## src/rtl/uart_rx_fifo_if.sv

```systemverilog
`timescale 1ns/1ps
// uart_rx_fifo_if: CPU-side pop/status bundle between uart_rx_fifo and the gpio register block.
//   rd_en      pop strobe, one cycle per byte          (master -> slave)
//   clr_err    clears the sticky error flags           (master -> slave)
//   rd_data    head-of-FIFO byte, first-word fall-through
//   rx_valid   FIFO non-empty
//   rx_count   stored byte count, $clog2(FIFO_DEPTH)+1 bits
//   overrun    sticky: byte dropped on a full FIFO
//   frame_err  sticky: stop bit sampled low
//   parity_err sticky: even-parity mismatch (only with UART_RX_PARITY_EN)
interface uart_rx_fifo_if #(
  parameter int unsigned FIFO_DEPTH = 8
);
  localparam int unsigned CNT_W = $clog2(FIFO_DEPTH) + 1;

  logic             rd_en;
  logic             clr_err;
  logic [7:0]       rd_data;
  logic             rx_valid;
  logic [CNT_W-1:0] rx_count;
  logic             overrun;
  logic             frame_err;
`ifdef UART_RX_PARITY_EN
  logic             parity_err;

  modport master (
    output rd_en, clr_err,
    input  rd_data, rx_valid, rx_count, overrun, frame_err, parity_err
  );
  modport slave (
    input  rd_en, clr_err,
    output rd_data, rx_valid, rx_count, overrun, frame_err, parity_err
  );
`else
  modport master (
    output rd_en, clr_err,
    input  rd_data, rx_valid, rx_count, overrun, frame_err
  );
  modport slave (
    input  rd_en, clr_err,
    output rd_data, rx_valid, rx_count, overrun, frame_err
  );
`endif
endinterface

```

## src/rtl/uart_rx_fifo.sv

```systemverilog
`timescale 1ns/1ps
// uart_rx_fifo: 8N1 UART receiver (LSB first) feeding a first-word fall-through FIFO.
//   clk          system clock, rising edge
//   rst_n        asynchronous active-low reset
//   uart_txd_in  asynchronous serial line, idle high
//   bus          uart_rx_fifo_if.slave: rd_en/clr_err in; rd_data, rx_valid,
//                rx_count, overrun, frame_err (and parity_err) out
// Optional feature macro: UART_RX_PARITY_EN adds an even-parity bit between
// the data bits and the stop bit plus the sticky parity_err flag.
module uart_rx_fifo #(
  parameter int unsigned CLK_HZ     = 100000000,
  parameter int unsigned BAUD       = 115200,
  parameter int unsigned FIFO_DEPTH = 8
) (
  input  logic          clk,
  input  logic          rst_n,
  input  logic          uart_txd_in,
  uart_rx_fifo_if.slave bus
);
  localparam int unsigned CLKS_PER_BIT = CLK_HZ / BAUD;
  localparam int unsigned HALF_BIT     = CLKS_PER_BIT / 2;
  localparam int unsigned BCNT_W       = $clog2(CLKS_PER_BIT);
  localparam int unsigned AW           = $clog2(FIFO_DEPTH);
  localparam int unsigned PTR_W        = AW + 1;

  typedef enum logic [2:0] {
    S_IDLE,
    S_START,
    S_DATA,
    S_STOP,
    S_WAIT_IDLE
`ifdef UART_RX_PARITY_EN
    , S_PARITY
`endif
  } state_t;

  state_t            state_q, state_d;
  logic [1:0]        sync_q;
  logic [BCNT_W-1:0] bcnt_q, bcnt_d;
  logic [2:0]        bit_idx_q, bit_idx_d;
  logic [7:0]        shift_q, shift_d;
  logic [PTR_W-1:0]  wr_ptr_q, wr_ptr_d;
  logic [PTR_W-1:0]  rd_ptr_q, rd_ptr_d;
  logic [PTR_W-1:0]  count_q, count_d;
  logic [7:0]        rd_data_q, rd_data_d;
  logic              valid_q, valid_d;
  logic              overrun_q, overrun_d;
  logic              frame_err_q, frame_err_d;
`ifdef UART_RX_PARITY_EN
  logic              parity_err_q, parity_err_d;
  logic              par_bad_q, par_bad_d;
`endif
  logic [7:0]        mem_q [FIFO_DEPTH];

  logic rx_sync;
  logic bit_tick_c;
  logic push_c;
  logic full_c;
  logic empty_c;
  logic pop_c;
  logic wr_en_c;

  assign rx_sync = sync_q[1];

  // State, datapath and flag registers.
  always_ff @(posedge clk or negedge rst_n) begin
    if (!rst_n) begin
      sync_q       <= 2'b11;
      state_q      <= S_IDLE;
      bcnt_q       <= '0;
      bit_idx_q    <= '0;
      shift_q      <= '0;
      wr_ptr_q     <= '0;
      rd_ptr_q     <= '0;
      count_q      <= '0;
      rd_data_q    <= '0;
      valid_q      <= 1'b0;
      overrun_q    <= 1'b0;
      frame_err_q  <= 1'b0;
`ifdef UART_RX_PARITY_EN
      parity_err_q <= 1'b0;
      par_bad_q    <= 1'b0;
`endif
    end else begin
      sync_q       <= {sync_q[0], uart_txd_in};
      state_q      <= state_d;
      bcnt_q       <= bcnt_d;
      bit_idx_q    <= bit_idx_d;
      shift_q      <= shift_d;
      wr_ptr_q     <= wr_ptr_d;
      rd_ptr_q     <= rd_ptr_d;
      count_q      <= count_d;
      rd_data_q    <= rd_data_d;
      valid_q      <= valid_d;
      overrun_q    <= overrun_d;
      frame_err_q  <= frame_err_d;
`ifdef UART_RX_PARITY_EN
      parity_err_q <= parity_err_d;
      par_bad_q    <= par_bad_d;
`endif
    end
  end

  // FIFO storage; intentionally not reset.
  always_ff @(posedge clk) begin
    if (wr_en_c) begin
      mem_q[wr_ptr_q[AW-1:0]] <= shift_q;
    end
  end

  // Receiver FSM next-state plus FIFO pointer/flag update.
  always_comb begin
    state_d     = state_q;
    bcnt_d      = bcnt_q;
    bit_idx_d   = bit_idx_q;
    shift_d     = shift_q;
    push_c      = 1'b0;
    bit_tick_c  = (bcnt_q == '0);
    // Clear first so a coincident error event below wins.
    overrun_d   = overrun_q & ~bus.clr_err;
    frame_err_d = frame_err_q & ~bus.clr_err;
`ifdef UART_RX_PARITY_EN
    parity_err_d = parity_err_q & ~bus.clr_err;
    par_bad_d    = par_bad_q;
`endif

    if (!bit_tick_c) begin
      bcnt_d = bcnt_q - BCNT_W'(1);
    end

    case (state_q)
      S_IDLE: begin
        if (!rx_sync) begin
          state_d = S_START;
          bcnt_d  = BCNT_W'(HALF_BIT - 1);
`ifdef UART_RX_PARITY_EN
          par_bad_d = 1'b0;
`endif
        end
      end
      S_START: begin
        if (bit_tick_c) begin
          if (!rx_sync) begin
            state_d   = S_DATA;
            bcnt_d    = BCNT_W'(CLKS_PER_BIT - 1);
            bit_idx_d = '0;
          end else begin
            state_d = S_IDLE;
          end
        end
      end
      S_DATA: begin
        if (bit_tick_c) begin
          shift_d   = {rx_sync, shift_q[7:1]};
          bcnt_d    = BCNT_W'(CLKS_PER_BIT - 1);
          bit_idx_d = bit_idx_q + 3'd1;
          if (bit_idx_q == 3'd7) begin
`ifdef UART_RX_PARITY_EN
            state_d = S_PARITY;
`else
            state_d = S_STOP;
`endif
          end
        end
      end
`ifdef UART_RX_PARITY_EN
      S_PARITY: begin
        if (bit_tick_c) begin
          bcnt_d  = BCNT_W'(CLKS_PER_BIT - 1);
          state_d = S_STOP;
          if (rx_sync != (^shift_q)) begin
            parity_err_d = 1'b1;
            par_bad_d    = 1'b1;
          end
        end
      end
`endif
      S_STOP: begin
        if (bit_tick_c) begin
          if (rx_sync) begin
            state_d = S_IDLE;
`ifdef UART_RX_PARITY_EN
            push_c  = ~par_bad_q;
`else
            push_c  = 1'b1;
`endif
          end else begin
            frame_err_d = 1'b1;
            state_d     = S_WAIT_IDLE;
          end
        end
      end
      // Hold off through a break so it never yields 0x00 bytes.
      S_WAIT_IDLE: begin
        if (rx_sync) begin
          state_d = S_IDLE;
        end
      end
      default: state_d = S_IDLE;
    endcase

    full_c  = (wr_ptr_q[AW] != rd_ptr_q[AW]) &&
              (wr_ptr_q[AW-1:0] == rd_ptr_q[AW-1:0]);
    empty_c = (wr_ptr_q == rd_ptr_q);
    pop_c   = bus.rd_en & ~empty_c;
    // A pop in the same cycle frees the slot, so a full FIFO still accepts.
    wr_en_c = push_c & (~full_c | pop_c);
    if (push_c && full_c && !pop_c) begin
      overrun_d = 1'b1;
    end

    wr_ptr_d = wr_ptr_q + PTR_W'(wr_en_c);
    rd_ptr_d = rd_ptr_q + PTR_W'(pop_c);
    count_d  = wr_ptr_d - rd_ptr_d;
    valid_d  = (count_d != '0);
    // Bypass the byte being written when it becomes the new head.
    if (wr_en_c && (wr_ptr_q[AW-1:0] == rd_ptr_d[AW-1:0])) begin
      rd_data_d = shift_q;
    end else begin
      rd_data_d = mem_q[rd_ptr_d[AW-1:0]];
    end
  end

  assign bus.rd_data    = rd_data_q;
  assign bus.rx_valid   = valid_q;
  assign bus.rx_count   = count_q;
  assign bus.overrun    = overrun_q;
  assign bus.frame_err  = frame_err_q;
`ifdef UART_RX_PARITY_EN
  assign bus.parity_err = parity_err_q;
`endif

endmodule

```

## src/flat_wrapper.sv

```systemverilog
// flat-port wrapper written by rule: the top's interface ports become plain ports
module uart_rx_fifo_flat 
#(
  parameter int unsigned CLK_HZ     = 100000000,
  parameter int unsigned BAUD       = 115200,
  parameter int unsigned FIFO_DEPTH = 8
)
  (clk, rst_n, uart_txd_in, bus_rd_en, bus_clr_err, bus_rd_data, bus_rx_valid, bus_rx_count, bus_overrun, bus_frame_err);
  uart_rx_fifo_if #(.FIFO_DEPTH(FIFO_DEPTH)) bus_i ();
  input  logic clk;
  input  logic rst_n;
  input  logic uart_txd_in;
  input wire logic [$bits(bus_i.rd_en)-1:0] bus_rd_en;
  input wire logic [$bits(bus_i.clr_err)-1:0] bus_clr_err;
  output wire logic [$bits(bus_i.rd_data)-1:0] bus_rd_data;
  output wire logic [$bits(bus_i.rx_valid)-1:0] bus_rx_valid;
  output wire logic [$bits(bus_i.rx_count)-1:0] bus_rx_count;
  output wire logic [$bits(bus_i.overrun)-1:0] bus_overrun;
  output wire logic [$bits(bus_i.frame_err)-1:0] bus_frame_err;
  assign bus_i.rd_en = bus_rd_en;
  assign bus_i.clr_err = bus_clr_err;
  assign bus_rd_data = bus_i.rd_data;
  assign bus_rx_valid = bus_i.rx_valid;
  assign bus_rx_count = bus_i.rx_count;
  assign bus_overrun = bus_i.overrun;
  assign bus_frame_err = bus_i.frame_err;
  uart_rx_fifo #(.CLK_HZ(CLK_HZ), .BAUD(BAUD), .FIFO_DEPTH(FIFO_DEPTH)) u_core (.clk(clk), .rst_n(rst_n), .uart_txd_in(uart_txd_in), .bus(bus_i));
endmodule
```

## config.mk

```make
export PLATFORM = sky130hd
export DESIGN_NAME = uart_rx_fifo_flat
export DESIGN_NICKNAME = d
export VERILOG_FILES = /design/src/rtl/uart_rx_fifo_if.sv /design/src/rtl/uart_rx_fifo.sv /design/src/flat_wrapper.sv
export SDC_FILE = /design/constraint.sdc
export NUM_CORES = 1
export LEC_CHECK = 0
export ABC_CLOCK_PERIOD_IN_PS = 9500
export BUFFER_PORTS_ARGS = -buffer_cell sky130_fd_sc_hd__buf_2
export CAP_MARGIN = 15
export CORE_MARGIN = 2
export CORE_UTILIZATION = 40
export DETAILED_ROUTE_END_ITERATION = 10
export GPL_TIMING_DRIVEN = 0
export MAX_ROUTING_LAYER = met4
export PLACE_DENSITY = 0.54
export SLEW_MARGIN = 20
export SYNTH_ARGS = -nofsm -noshare
export SYNTH_HDL_FRONTEND = slang
export SYNTH_SLANG_ARGS = --single-unit
```

## constraint.sdc

```tcl
create_clock -name clk -period 9.5 [get_ports clk]
set_input_delay 0.95 -clock clk [delete_from_list [all_inputs] [get_ports clk]]
set_output_delay 0.95 -clock clk [all_outputs]
set_load 0.03 [all_outputs]
```

==> impl_results.md, run 1 <==
* Setup TNS at 0 ps
* WP buf/inv at 5
* CP max stage cell: or4b_2
* Total power at between 1 and 1.5 mW
* Pwr per Cell Area at 251 mW/mm2
* Post-synthesis cell type count at 49
* CTS H-Tree Depth at 4
* Worst vdd ir at 0.000122 V
* Multi-input logic area at about 0.0015 mm2
* Initial Utilization at between 40% and 50%
* Via count at ~2.6k
* WL met1 at ~4100 um
* Flops & latches, synth at ~110
* Largest area contributor in the netlist: edfxtp_1
* CTS resizes at 0
* TritonCTS clock tree: built
* CORE AREA at about 0.012 mm2
* Post-route insts no fill at 495
* Worst slew pin tran at between 800 and 900 ps
* Final ANT Viol Nets at 0
* Total GRT Usage at between 10% and 20%
* Crit path kind: flip-flop to flip-flop
* FF/Latch Area at ~0.0032 mm2
* Synthesized area at around 0.0048 mm2
* Clk buf depth at 2
* Residual DRC at 0
* TritonRoute pass-1 iters at 4
* Vias in the first global route at ~2.8k
* Std cell rows at 39
* Crit-path max cell delay at between 500 and 600 ps
* Drt first-iter violations at between 150 and 200
* Ys flop type: edfxtp_1
* Slew margin rel. at a little under half
* DP HPWL at about 5600 um
* Met2 WL post-DR at ~4300 um
* Sink Count at 113
* CP Cell Sequence: buf_2, xnor2_1, nand3_1, inv_1, a21boi_0, ha_1, ha_1, clkbuf_1, clkbuf_1, inv_1, ha_1, a21o_1, a21oi_1, xnor3_1, or4b_2
* EDFF count, synth at 64
* Clock Root Buffer: clkbuf_16
* Worst hold path class: flip-flop to flip-flop
* Achievable Freq at between 200 and 250 MHz
* Post-CTS Setup Inserts at 0
* Top-area cell type share of the netlist area at 40.1%
* Syn Nets at 318
* Via density at approximately 5.2
* Share of layout cells above drive strength 1 at around 31%
* Tmin final at around 4400 ps
* CTS hold repair buffers at 0
* Remaining Overflow, GRT at 0
* Skew final at between 6 and 7 ps
* Status: completed
* Pin count of the biggest net entering global routing at 50
* Final wirelength at 8780 um
* Cts bufs inserted at 17
* Setup crit end kind: flip-flop
* Max Cap Viol at 0
* Final non-filler cell area at around 0.0057 mm2
* # placed instances at 463
* Worst-skew pair later-pin latency at a little over 400 ps
* Nets@finish at ~360
* Fill cell count at 968
* CP delay by family, top: buffers and inverters
* Tcrit/Tclk final at around 47%
* Ports at 20
* Most instantiated cells after synthesis: 64 x edfxtp_1, 47 x dfrtp_1, 26 x mux2_2
* Per-cell routed wire length at between 15 and 20 um
* Initial antenna violation count at 0
* Cells after Synth at 300
* Die Wd at around 110 um
* Met3 routed WL at around 230 um
* CP dominant cell by count: ha_1
* Diodes inserted at 0
* Crit path launch type: flip-flop
* Die Height at about 110 um
* Post-Syn Area per Cell at 16.0 um2
* Highest Signal Layer: met4
* Ys async rst share at 43.4%
* Buffers on Ports at 19
* Largest cells by area after synthesis: edfxtp_1 40%, dfrtp_1 25%, mux4_2 7.5%
* Req. time, crit path at about 9800 ps
* Final slew viol count at 0
* Sequential fraction of the synthesis area at roughly two thirds
* Synth warnings at 0
* Clk slew on worst S/H paths at 50 ps
* Worst Path Arrival at 4710 ps
* Area Overhead vs Synth at 18.3%
* Placer congestion estimate at 0.716
* Final setup fails at 0
* Total die area at ~0.013 mm2
* RSZ-0062 raised after global routing: no
* Final hold viol count at 0
* Count leader, synth: edfxtp_1
* P_leak at about 2.5 nW
* DP Area at 0.00510 mm2
* Crit-path max FO at 10
* First-pass GRT wire length at roughly 15000 um
-- flip-flops by register name (all words and copies together) (netlist names), 2 cells and up --
register / flops
u_core.sync_q: 2
u_core.bcnt_q: 10
u_core.bit_idx_q: 3
u_core.wr_ptr_q: 4
u_core.state_q: 3
u_core.shift_q: 8
u_core.bus.rx_count: 4
u_core.bus.rd_data: 8
u_core.rd_ptr_q: 4
u_core.mem_q: 64
-- path summary, 6_finish.rpt --
kind	start	to	slack, ps	cells after the start
min in group asynchronous	rst_n	u_core.bcnt_q[0]	590	1
min reg2reg	u_core.sync_q[0]	u_core.sync_q[1]	360	0
max	u_core.wr_ptr_q[0]	u_core.bus.rx_valid	5060	15
min	u_core.sync_q[0]	u_core.sync_q[1]	360	0
max reg2reg	u_core.wr_ptr_q[0]	u_core.bus.rx_valid	5060	15
max in group asynchronous	rst_n	u_core.bus.rd_data[7]	8490	1
-- kinds of logic (layout without fill, tap and decap cells) --
family                     Yosys count  in the layout  share of synthesized area (%)
muxes                               43             43                           13.8
buffers and inverters               29             81                           2.56
adders and majority gates           13             13                           3.55
DFF                                113            113                           65.7
and+or+nand+nor                     59             59                           7.13
AOI/OAI and AO/OA                   26             26                           3.81
xor gates and xnor gates            17             17                           3.39
-- power breakdown --
group          internal (mW)  leakage (nW)  switching, mW  total [mW]
Clock                  0.395         0.270          0.208       0.603
Combinational          0.108         0.845          0.163       0.271
Sequential             0.536          1.38         0.0104       0.547
Total                   1.04          2.49          0.381        1.42
-- placed cells by master (no fill, tap or decap), types with 2 or more instances in the layout --
cell type	netlist	layout
dfstp_2	2	2
xor2_1	11	11
a21boi_0	2	2
xnor2_1	5	5
nor2_1	13	13
nor2b_1	6	6
nand3_1	6	6
inv_1	14	14
and4b_1	2	2
mux4_2	16	16
a21oi_1	6	6
and3_1	2	2
clkbuf_1	5	7
buf_2	8	26
clkinv_2	0	3
and3b_1	2	2
clkbuf_8	0	2
nand2_1	12	12
mux2_2	26	26
a21o_1	2	2
edfxtp_1	64	64
clkbuf_16	0	17
nor3b_2	1	4
o21ai_0	4	4
clkinv_1	0	2
buf_4	1	3
ha_1	12	12
nor3_1	4	3
dfrtp_1	47	47
clkinvlp_4	0	4
bufinv_16	0	2
nor4_1	2	2
-- worst reg2reg max path: cells and delay by family (launching register included) --
family	cells	cell delay, ps
buffers and inverters	5	1490
adders and majority gates	3	830
and+or+nand+nor	2	740
AOI/OAI and AO/OA	3	490
xor gates and xnor gates	2	380
DFF	1	370
-- metrics by stage --
step | utilization [%] | hold slack, ps | setup slack (ps)
2_1_floorplan | - | 345 | 5690
3_3_place_gp | 43.8 | 348 | 4910
3_5_place_dp | 44.1 | 350 | 4850
4_1_cts | 49.0 | 357 | 4960
5_1_grt | 49.0 | 362 | 4770
6_report | 49.0 | 355 | 5060
-- layer usage --
layer / GRT usage [%] / up-vias
li1: - / 1203
met1: 19.7 / 1314
met2: 24.6 / 31
met3: 5.15 / 13
met4: 6.34 / 0
met5: - / -
-- layout make-up --
type	instances	area share, %
Buffer	14	1.17
Clock buffer	21	8.12
Clock inverter	11	1.99
Inverter	15	0.993
Multi-Input combinational cell	158	27.2
Sequential cell	113	55.6
Tap cell	143	3.16
Timing Repair Buffer	20	1.85
(Power assumes the default switching activity.)
==> run 2: changes to the inputs <==
Settings changed: ABC_AREA set to 1, ABC_CLOCK_PERIOD_IN_PS 9500 to 4500.
Clock period 9.5 ns to 4.5 ns, I/O delays scaled along.
==> run 2 against run 1 <==
Against the previous run: clock skew increased by 1.6 ps; worst setup slack lost 3600 ps; clock power increased by 120%; fmax grew 46%; die area rose by 8.1%; critical path depth is 2 lower; utilization fell by 0.83 points; first-iteration DRC count grew 26%; sequential power up 120%; cell count grew 47%; combinational power grew to 4.3 times the previous value; critical path type unchanged.
==> impl_results.md, run 2 <==
* Status: completed (unchanged)
* Sequential share of power at 32.4% (was 38.5%)
* Met3 routed WL at 346 um (was 228 um)
* Clock network power share at 36.0% (was 42.5%)
* Worst vdd ir at 0.000384 V (was 0.000122 V)
* CTS resizes at 0 (unchanged)
* Sequential fraction of the synthesis area at 60.6% (was 65.7%)
* Worst-skew pair later-pin latency at 410 ps (about the same)
* Residual DRC at 0 (unchanged)
* P_leak at 2.87 nW (was 2.49 nW)
* Count leader, synth: nand2_1 (was edfxtp_1)
* Crit-path max cell delay at 490 ps (was 590 ps)
* Std cell rows at 41 (was 39)
* Area Overhead vs Synth at 17.6% (was 18.3%)
* Via count at 3583 (was 2561)
* Buffers on Ports at 19 (unchanged)
* Total die area at 0.0139 mm2 (was 0.0129 mm2)
* EDFF count, synth at 64 (unchanged)
* Tcrit/Tclk final at 67.4% (was 46.7%)
* WP buf/inv at 3 (was 5)
* Initial antenna violation count at 0 (unchanged)
* Cells after Synth at 505 (was 300)
* CP max stage cell: dfrtp_1 (was or4b_2)
* Placer congestion estimate at 0.853 (was 0.716)
* Clk buf depth at 2 (unchanged)
* Synthesized area at 0.00519 mm2 (was 0.00479 mm2)
* Ys flop type: edfxtp_1 (unchanged)
* Share of layout cells above drive strength 1 at 19.8% (was 31.3%)
* Per-cell routed wire length at 15.0 um (was 17.7 um)
* Diodes inserted at 0 (unchanged)
* Achievable Freq at 330 MHz (was 225 MHz)
* Setup TNS at 0 ps (unchanged)
* Launching point of the worst reg2reg path: u_core.wr_ptr_q[1] (was u_core.wr_ptr_q[0])
* Post-route insts no fill at 728 (was 495)
* Most instantiated cells after synthesis: 124 x nand2_1, 64 x edfxtp_1, 49 x nor2_1 (was 64 x edfxtp_1, 47 x dfrtp_1, 26 x mux2_2)
* Synth warnings at 0 (unchanged)
* TritonCTS clock tree: built (unchanged)
* Core Util, Final at 48.2% (was 49.0%)
* Number of flip-flops in the largest register at 64 (unchanged)
* CORE AREA at 0.0127 mm2 (was 0.0116 mm2)
* Worst Path Arrival at 3320 ps (was 4710 ps)
* Drt first-iter violations at 240 (was 191)
* Final setup fails at 0 (unchanged)
* Final hold viol count at 0 (unchanged)
* Ys async rst share at 43.4% (unchanged)
* Highest Signal Layer: met4 (unchanged)
* Pwr per Cell Area at 603 mW/mm2 (was 251 mW/mm2)
* Fill cell count at 1150 (was 968)
* Logic gate share of total power at 31.6% (was 19.0%)
* Die Height at 118 um (was 113 um)
* Final ANT Viol Nets at 0 (unchanged)
* Worst hold path class: input port to asynchronous set/reset pin (was flip-flop to flip-flop)
* Initial Utilization at 41.0% (was 41.4%)
* Final wirelength at 10900 um (was 8780 um)
* Cell internal pwr at 2.39 mW (was 1.04 mW)
* Largest area contributor in the netlist: edfxtp_1 (unchanged)
* Pin count of the biggest net entering global routing at 50 (unchanged)
* Syn Nets at 523 (was 318)
* Worst slew pin tran at 937 ps (was 821 ps)
* Commonest cells after routing, fill and taps aside: 124 x nand2_1, 64 x edfxtp_1, 49 x nor2_1 (was 64 x edfxtp_1, 47 x dfrtp_1, 26 x buf_2, 26 x mux2_2, 17 x clkbuf_16)
* Post-Syn Area per Cell at 10.3 um2 (was 16.0 um2)
* Crit path kind: flip-flop to flip-flop (unchanged)
* Nets@finish at 561 (was 357)
* Slew margin rel. at 37.3% (was 45.1%)
* Top-area cell type share of the netlist area at 37.0% (was 40.1%)
* Setup crit end kind: flip-flop (unchanged)
* Post-synthesis cell type count at 37 (was 49)
* Most frequent standard cell in the layout excluding fill and tap cells: nand2_1 (was edfxtp_1)
* CTS H-Tree Depth at 4 (unchanged)
* Die Wd at 118 um (was 113 um)
* Sink Count at 113 (unchanged)
* Final slew viol count at 0 (unchanged)
* RSZ-0062 raised after global routing: no (unchanged)
* Psw at 1.29 mW (was 0.381 mW)
* Max Cap Viol at 0 (unchanged)
* CTS hold repair buffers at 0 (unchanged)
* Ports at 20 (unchanged)
* Remaining Overflow, GRT at 0 (unchanged)
* Flops & latches, synth at 113 (unchanged)
* Crit path launch type: flip-flop (unchanged)
* TritonRoute pass-1 iters at 4 (unchanged)
* Clock Root Buffer: clkbuf_16 (unchanged)
* Via density at 4.92 (was 5.17)
* Met2 WL post-DR at 5220 um (was 4320 um)
* Vias in the first global route at 3645 (was 2761)
* Sw frac at 35.1% (was 26.8%)
* Skew final at 7.61 ps (was 6.03 ps)
* # placed instances at 696 (was 463)
* Req. time, crit path at 4790 ps (was 9770 ps)
* DP HPWL at 7490 um (was 5610 um)
* WL met1 at 5190 um (was 4090 um)
* Critical Path Start: u_core.wr_ptr_q[1] (was u_core.wr_ptr_q[0])
* CP delay by family, top: adder cells (was buffers and inverters)
* Post-CTS Setup Inserts at 0 (unchanged)
* Total GRT Usage at 17.6% (was 15.9%)
* Reg2reg setup slack at 1470 ps (was 5060 ps)
* Largest cells by area after synthesis: edfxtp_1 37%, dfrtp_1 23%, nand2_1 9.0% (was edfxtp_1 40%, dfrtp_1 25%, mux4_2 7.5%)
* CP Cell Sequence: inv_2, nand2_1, nand2_1, nor2_4, a31oi_1, ha_1, ha_1, inv_2, buf_2, fa_1, xor2_1, nor3_1, nand3_1 (was buf_2, xnor2_1, nand3_1, inv_1, a21boi_0, ha_1, ha_1, clkbuf_1, clkbuf_1, inv_1, ha_1, a21o_1, a21oi_1, xnor3_1, or4b_2)
* Clk slew on worst S/H paths at 50 ps (about the same)
* First-pass GRT wire length at 18400 um (was 14600 um)
* Crit-path max FO at 11 (was 10)
* Cts bufs inserted at 17 (unchanged)
* Tmin final at 3030 ps (was 4440 ps)
run 2: cell types whose count changed after synthesis, sizes merged, moves of 26 or more:
cell,before,now
nor2,13,59
mux2,26,0
nand3,6,36
inv,15,47
o21ai,4,47
nand2,12,132
run 2: logic make-up (layout without fill, tap and decap cells):
kind of cell	after synthesis	after routing	share of synthesized area [%]
simple gates	243	243	22.2
flops	113	113	60.6
compound gates	69	69	7.54
buf+inv	61	112	5.15
fa+ha+maj	13	13	3.28
xor+xnor	6	6	1.16
run 2: power by group through the flow:
stage          combinational, mW  clock [mW]  sequential, mW
2_1_floorplan              0.739           0            1.32
3_3_place_gp                1.17           0            1.21
3_5_place_dp                1.17           0            1.21
4_1_cts                     1.17        1.35            1.20
5_1_grt                     1.33        1.39            1.20
6_report                    1.16        1.33            1.19
run 2: final timing paths:
path / cells after the start / end
max reg2reg: 13 / u_core.bus.rx_valid
min: 1 / u_core.bcnt_q[1]
max: 13 / u_core.bus.rx_valid
max in group asynchronous: 1 / u_core.bus.rd_data[7]
min in group clk: 1 / u_core.sync_q[0]
min reg2reg: 0 / u_core.sync_q[1]
run 2: metrics by stage:
| stage | setup WS, ps | instance area (um2) | hold WS [ps] | total power, mW |
|---|---|---|---|---|
| finish | 1470 | 6110 | 71.9 | 3.69 |
| global route | 1190 | 6110 | 129 | 3.92 |
| CTS | 1430 | 6110 | 92.7 | 3.71 |
| detailed placement | 1420 | 5510 | 347 | 2.38 |
| global placement | 1450 | 5510 | 346 | 2.38 |
| floorplan | 1830 | 5190 | 154 | 2.05 |
run 2: layout make-up:
cell class / instances / area, um2 / area share [%]
Inverter: 47 / 179 / 2.93
Tap cell: 172 / 215 / 3.52
Timing Repair Buffer: 19 / 97.6 / 1.60
Clock buffer: 20 / 467 / 7.64
Clock inverter: 12 / 133 / 2.17
Buffer: 14 / 88.8 / 1.45
Sequential cell: 113 / 3150 / 51.6
Multi-Input combinational cell: 331 / 1780 / 29.1
run 2: per-layer routing:
metal,track usage (%),up-vias
met5,-,-
met4,8.58,0
met3,3.88,15
met2,27.0,54
met1,22.3,1719
li1,-,1795
run 2: worst reg2reg max path, stage by stage (launching register included):
cell     delay (ps)
dfrtp_1         490
inv_2            90
nand2_1          70
nand2_1          80
nor2_4          140
a31oi_1         100
ha_1            210
ha_1            470
inv_2           150
buf_2           240
fa_1            450
xor2_1          160
nor3_1          160
nand3_1          90
==> run 3: changes to the inputs <==
Settings changed: ABC_AREA 1 to 0, ABC_CLOCK_PERIOD_IN_PS 4500 to 2850.
Clock period 4.5 ns to 2.85 ns, I/O delays scaled along.
==> run 3 against run 2 <==
Against the previous run: the run now ends with negative setup slack left; sequential power grew 55%; clock power increased by 60%; largest power group unchanged; fmax grew 4.6%.
==> impl_results.md, run 3 (synthesized netlist as in run 1, its figures left out) <==
* Status: complete, but fails checks (was completed)
* Failing checks: negative setup slack
* Logic gate share of total power at 26.1% (was 31.6%)
* Std cell rows at 39 (was 41)
* Post-route insts no fill at 511 (was 728)
* Setup crit end kind: flip-flop (unchanged)
* Clk buf depth at 2 (unchanged)
* Per-cell routed wire length at 17.7 um (was 15.0 um)
* Crit path launch type: flip-flop (unchanged)
* Final non-filler cell area at 0.00613 mm2 (was 0.00611 mm2)
* Tcrit/Tclk final at 102% (was 67.4%)
* Min-Delay Path Depth at 2
* Number of flip-flops in the largest register at 64 (unchanged)
* Placer congestion estimate at 0.738 (was 0.853)
* TritonCTS clock tree: built (unchanged)
* Pwr per Cell Area at 876 mW/mm2 (was 603 mW/mm2)
* P_leak at 2.65 nW (was 2.87 nW)
* Commonest cells after routing, fill and taps aside: 64 x edfxtp_1, 42 x dfrtp_1, 26 x mux2_2 (was 124 x nand2_1, 64 x edfxtp_1, 49 x nor2_1)
* CORE AREA at 0.0116 mm2 (was 0.0127 mm2)
* Worst-skew pair later-pin latency at 410 ps (about the same)
* Worst Reg-to-Reg Cells at 10 (was 13)
* Cts bufs inserted at 17 (unchanged)
* Max Cap Viol at 0 (unchanged)
* Worst vdd ir at 0.000381 V (was 0.000384 V)
* Slew margin rel. at 46.1% (was 37.3%)
* Sink Count at 113 (unchanged)
* Clk slew on worst S/H paths at 50 ps (about the same)
* Nets@finish at 373 (was 561)
* Drt first-iter violations at 158 (was 240)
* Via count at 2662 (was 3583)
* Total die area at 0.0129 mm2 (was 0.0139 mm2)
* First-pass GRT wire length at 14500 um (was 18400 um)
* Fill cell count at 956 (was 1150)
* Worst r2r dst: u_core.bus.rx_valid (unchanged)
* CP dominant cell by count: ha_4
* Clock network power share at 39.7% (was 36.0%)
* Cell internal pwr at 3.92 mW (was 2.39 mW)
* Clock Root Buffer: clkbuf_16 (unchanged)
* DP HPWL at 5630 um (was 7490 um)
* Hold path startpoint: bus_clr_err
* Total GRT Usage at 15.9% (was 17.6%)
* Tmin final at 2900 ps (was 3030 ps)
* Crit-path max cell delay at 470 ps (was 490 ps)
* Worst Path Arrival at 3170 ps (was 3320 ps)
* RSZ-0062 raised after global routing: yes (was no)
* CP Cell Sequence: xnor2_2, nand3_2, o311a_4, ha_4, ha_4, ha_4, a21o_1, a21oi_2, xnor3_1, or4b_4 (was inv_2, nand2_1, nand2_1, nor2_4, a31oi_1, ha_1, ha_1, inv_2, buf_2, fa_1, xor2_1, nor3_1, nand3_1)
* Initial Utilization at 41.4% (was 41.0%)
* Sw frac at 27.0% (was 35.1%)
* DP Area at 0.00521 mm2 (was 0.00551 mm2)
* Reg2reg setup slack at -50 ps (was 1470 ps)
* Initial antenna violation count at 0 (unchanged)
* Die Height at 113 um (was 118 um)
* Final hold viol count at 0 (unchanged)
* Final wirelength at 9030 um (was 10900 um)
* Pin count of the biggest net entering global routing at 50 (unchanged)
* Diodes inserted at 0 (unchanged)
* Most frequent standard cell in the layout excluding fill and tap cells: edfxtp_1 (was nand2_1)
* Die Wd at 113 um (was 118 um)
* Crit path kind: flip-flop to flip-flop (unchanged)
* Crit-path max FO at 3 (was 11)
* Hold Path End: u_core.bus.overrun
* # placed instances at 462 (was 696)
* Worst hold path class: input port to flip-flop (was input port to asynchronous set/reset pin)
* Req. time, crit path at 3120 ps (was 4790 ps)
* Core Util, Final at 53.0% (was 48.2%)
* CTS H-Tree Depth at 4 (unchanged)
* Via density at 5.21 (was 4.92)
* Sequential share of power at 34.2% (was 32.4%)
* Launching point of the worst reg2reg path: u_core.rd_ptr_q[0] (was u_core.wr_ptr_q[1])
* Ports at 20 (unchanged)
* CP max stage cell: or4b_4 (was dfrtp_1)
* Final slew viol count at 0 (unchanged)
* Remaining Overflow, GRT at 0 (unchanged)
* Vias in the first global route at 2801 (was 3645)
* Final ANT Viol Nets at 0 (unchanged)
* Achievable Freq at 345 MHz (was 330 MHz)
* Worst setup margin at -50.0 ps (was 1470 ps)
* Residual DRC at 0 (unchanged)
* Buffers on Ports at 19 (unchanged)
* Worst slew pin tran at 805 ps (was 937 ps)
* TritonRoute pass-1 iters at 4 (unchanged)
* Area Overhead vs Synth at 27.9% (was 17.6%)
* Critical Path Start: u_core.rd_ptr_q[0] (was u_core.wr_ptr_q[1])
* Psw at 1.45 mW (was 1.29 mW)
* Skew final at 8.63 ps (was 7.61 ps)
* Share of layout cells above drive strength 1 at 42.4% (was 19.8%)
* Final setup fails at 1 (was 0)
-- run 3: timing repair --
item	4_1_cts	5_1_grt
hold endpoints to repair	48	0
setup buffers	15	3
hold buffers	2	0
setup endpoints to repair	9	26
resized for setup	16	18
pin swaps	8	7
-- run 3: power by group through the flow --
stage          Combinational, mW  Sequential [mW]  Clock [mW]
2_1_floorplan              0.782             1.92           0
3_3_place_gp                1.08             1.86           0
3_5_place_dp                1.08             1.86           0
4_1_cts                     1.28             1.83        2.16
5_1_grt                     1.52             1.84        2.25
6_report                    1.40             1.84        2.13
-- run 3: final cells by class --
type	count	area [um2]	area share, %
Sequential cell	113	3160	51.5
Multi-Input combinational cell	158	1740	28.4
Timing Repair Buffer	39	256	4.19
Clock inverter	13	161	2.63
Buffer	11	129	2.10
Inverter	15	63.8	1.04
Tap cell	143	179	2.92
Clock buffer	19	443	7.23
-- run 3: stage by stage --
| step | total power, mW | hold slack (ps) | worst slack [ps] | setup TNS [ps] |
|---|---|---|---|---|
| after global routing | 5.60 | 78.1 | -157 | -157 |
| after CTS | 5.27 | 76.1 | -97.3 | -97.3 |
| after detailed placement | 2.94 | 348 | -512 | -4210 |
| after global placement | 2.94 | 347 | -505 | -7700 |
| after floorplan | 2.70 | -10.6 | -62.8 | -62.8 |
| final | 5.37 | 81.0 | -50.0 | -50.0 |
-- run 3: worst max path at each step --
stage,endpoint,slack [ps],cells past startpoint
after floorplan,u_core.bus.rx_valid,-60,15
after global placement,u_core.bus.rd_data[4],-510,11
after detailed placement,u_core.bus.rd_data[4],-510,11
after CTS,u_core.bus.rx_valid,-100,15
after global routing,u_core.bus.rx_valid,-160,14
final,u_core.bus.rx_valid,-50,10
-- run 3: routing by layer --
layer | wire (um) | track usage, %
met4 | 161 | 6.75
met1 | 4260 | 20.5
met3 | 333 | 4.62
met5 | 0 | -
met2 | 4280 | 23.6
-- run 3: worst max-delay path, delay by kind of cell (launching register included) --
kind | cells | cell delay [ps]
XOR/XNOR | 2 | 360
flip-flops | 1 | 440
AO/OA/AOI/OAI | 3 | 720
adder cells (fa/ha/maj) | 3 | 670
AND/OR/NAND/NOR | 2 | 590
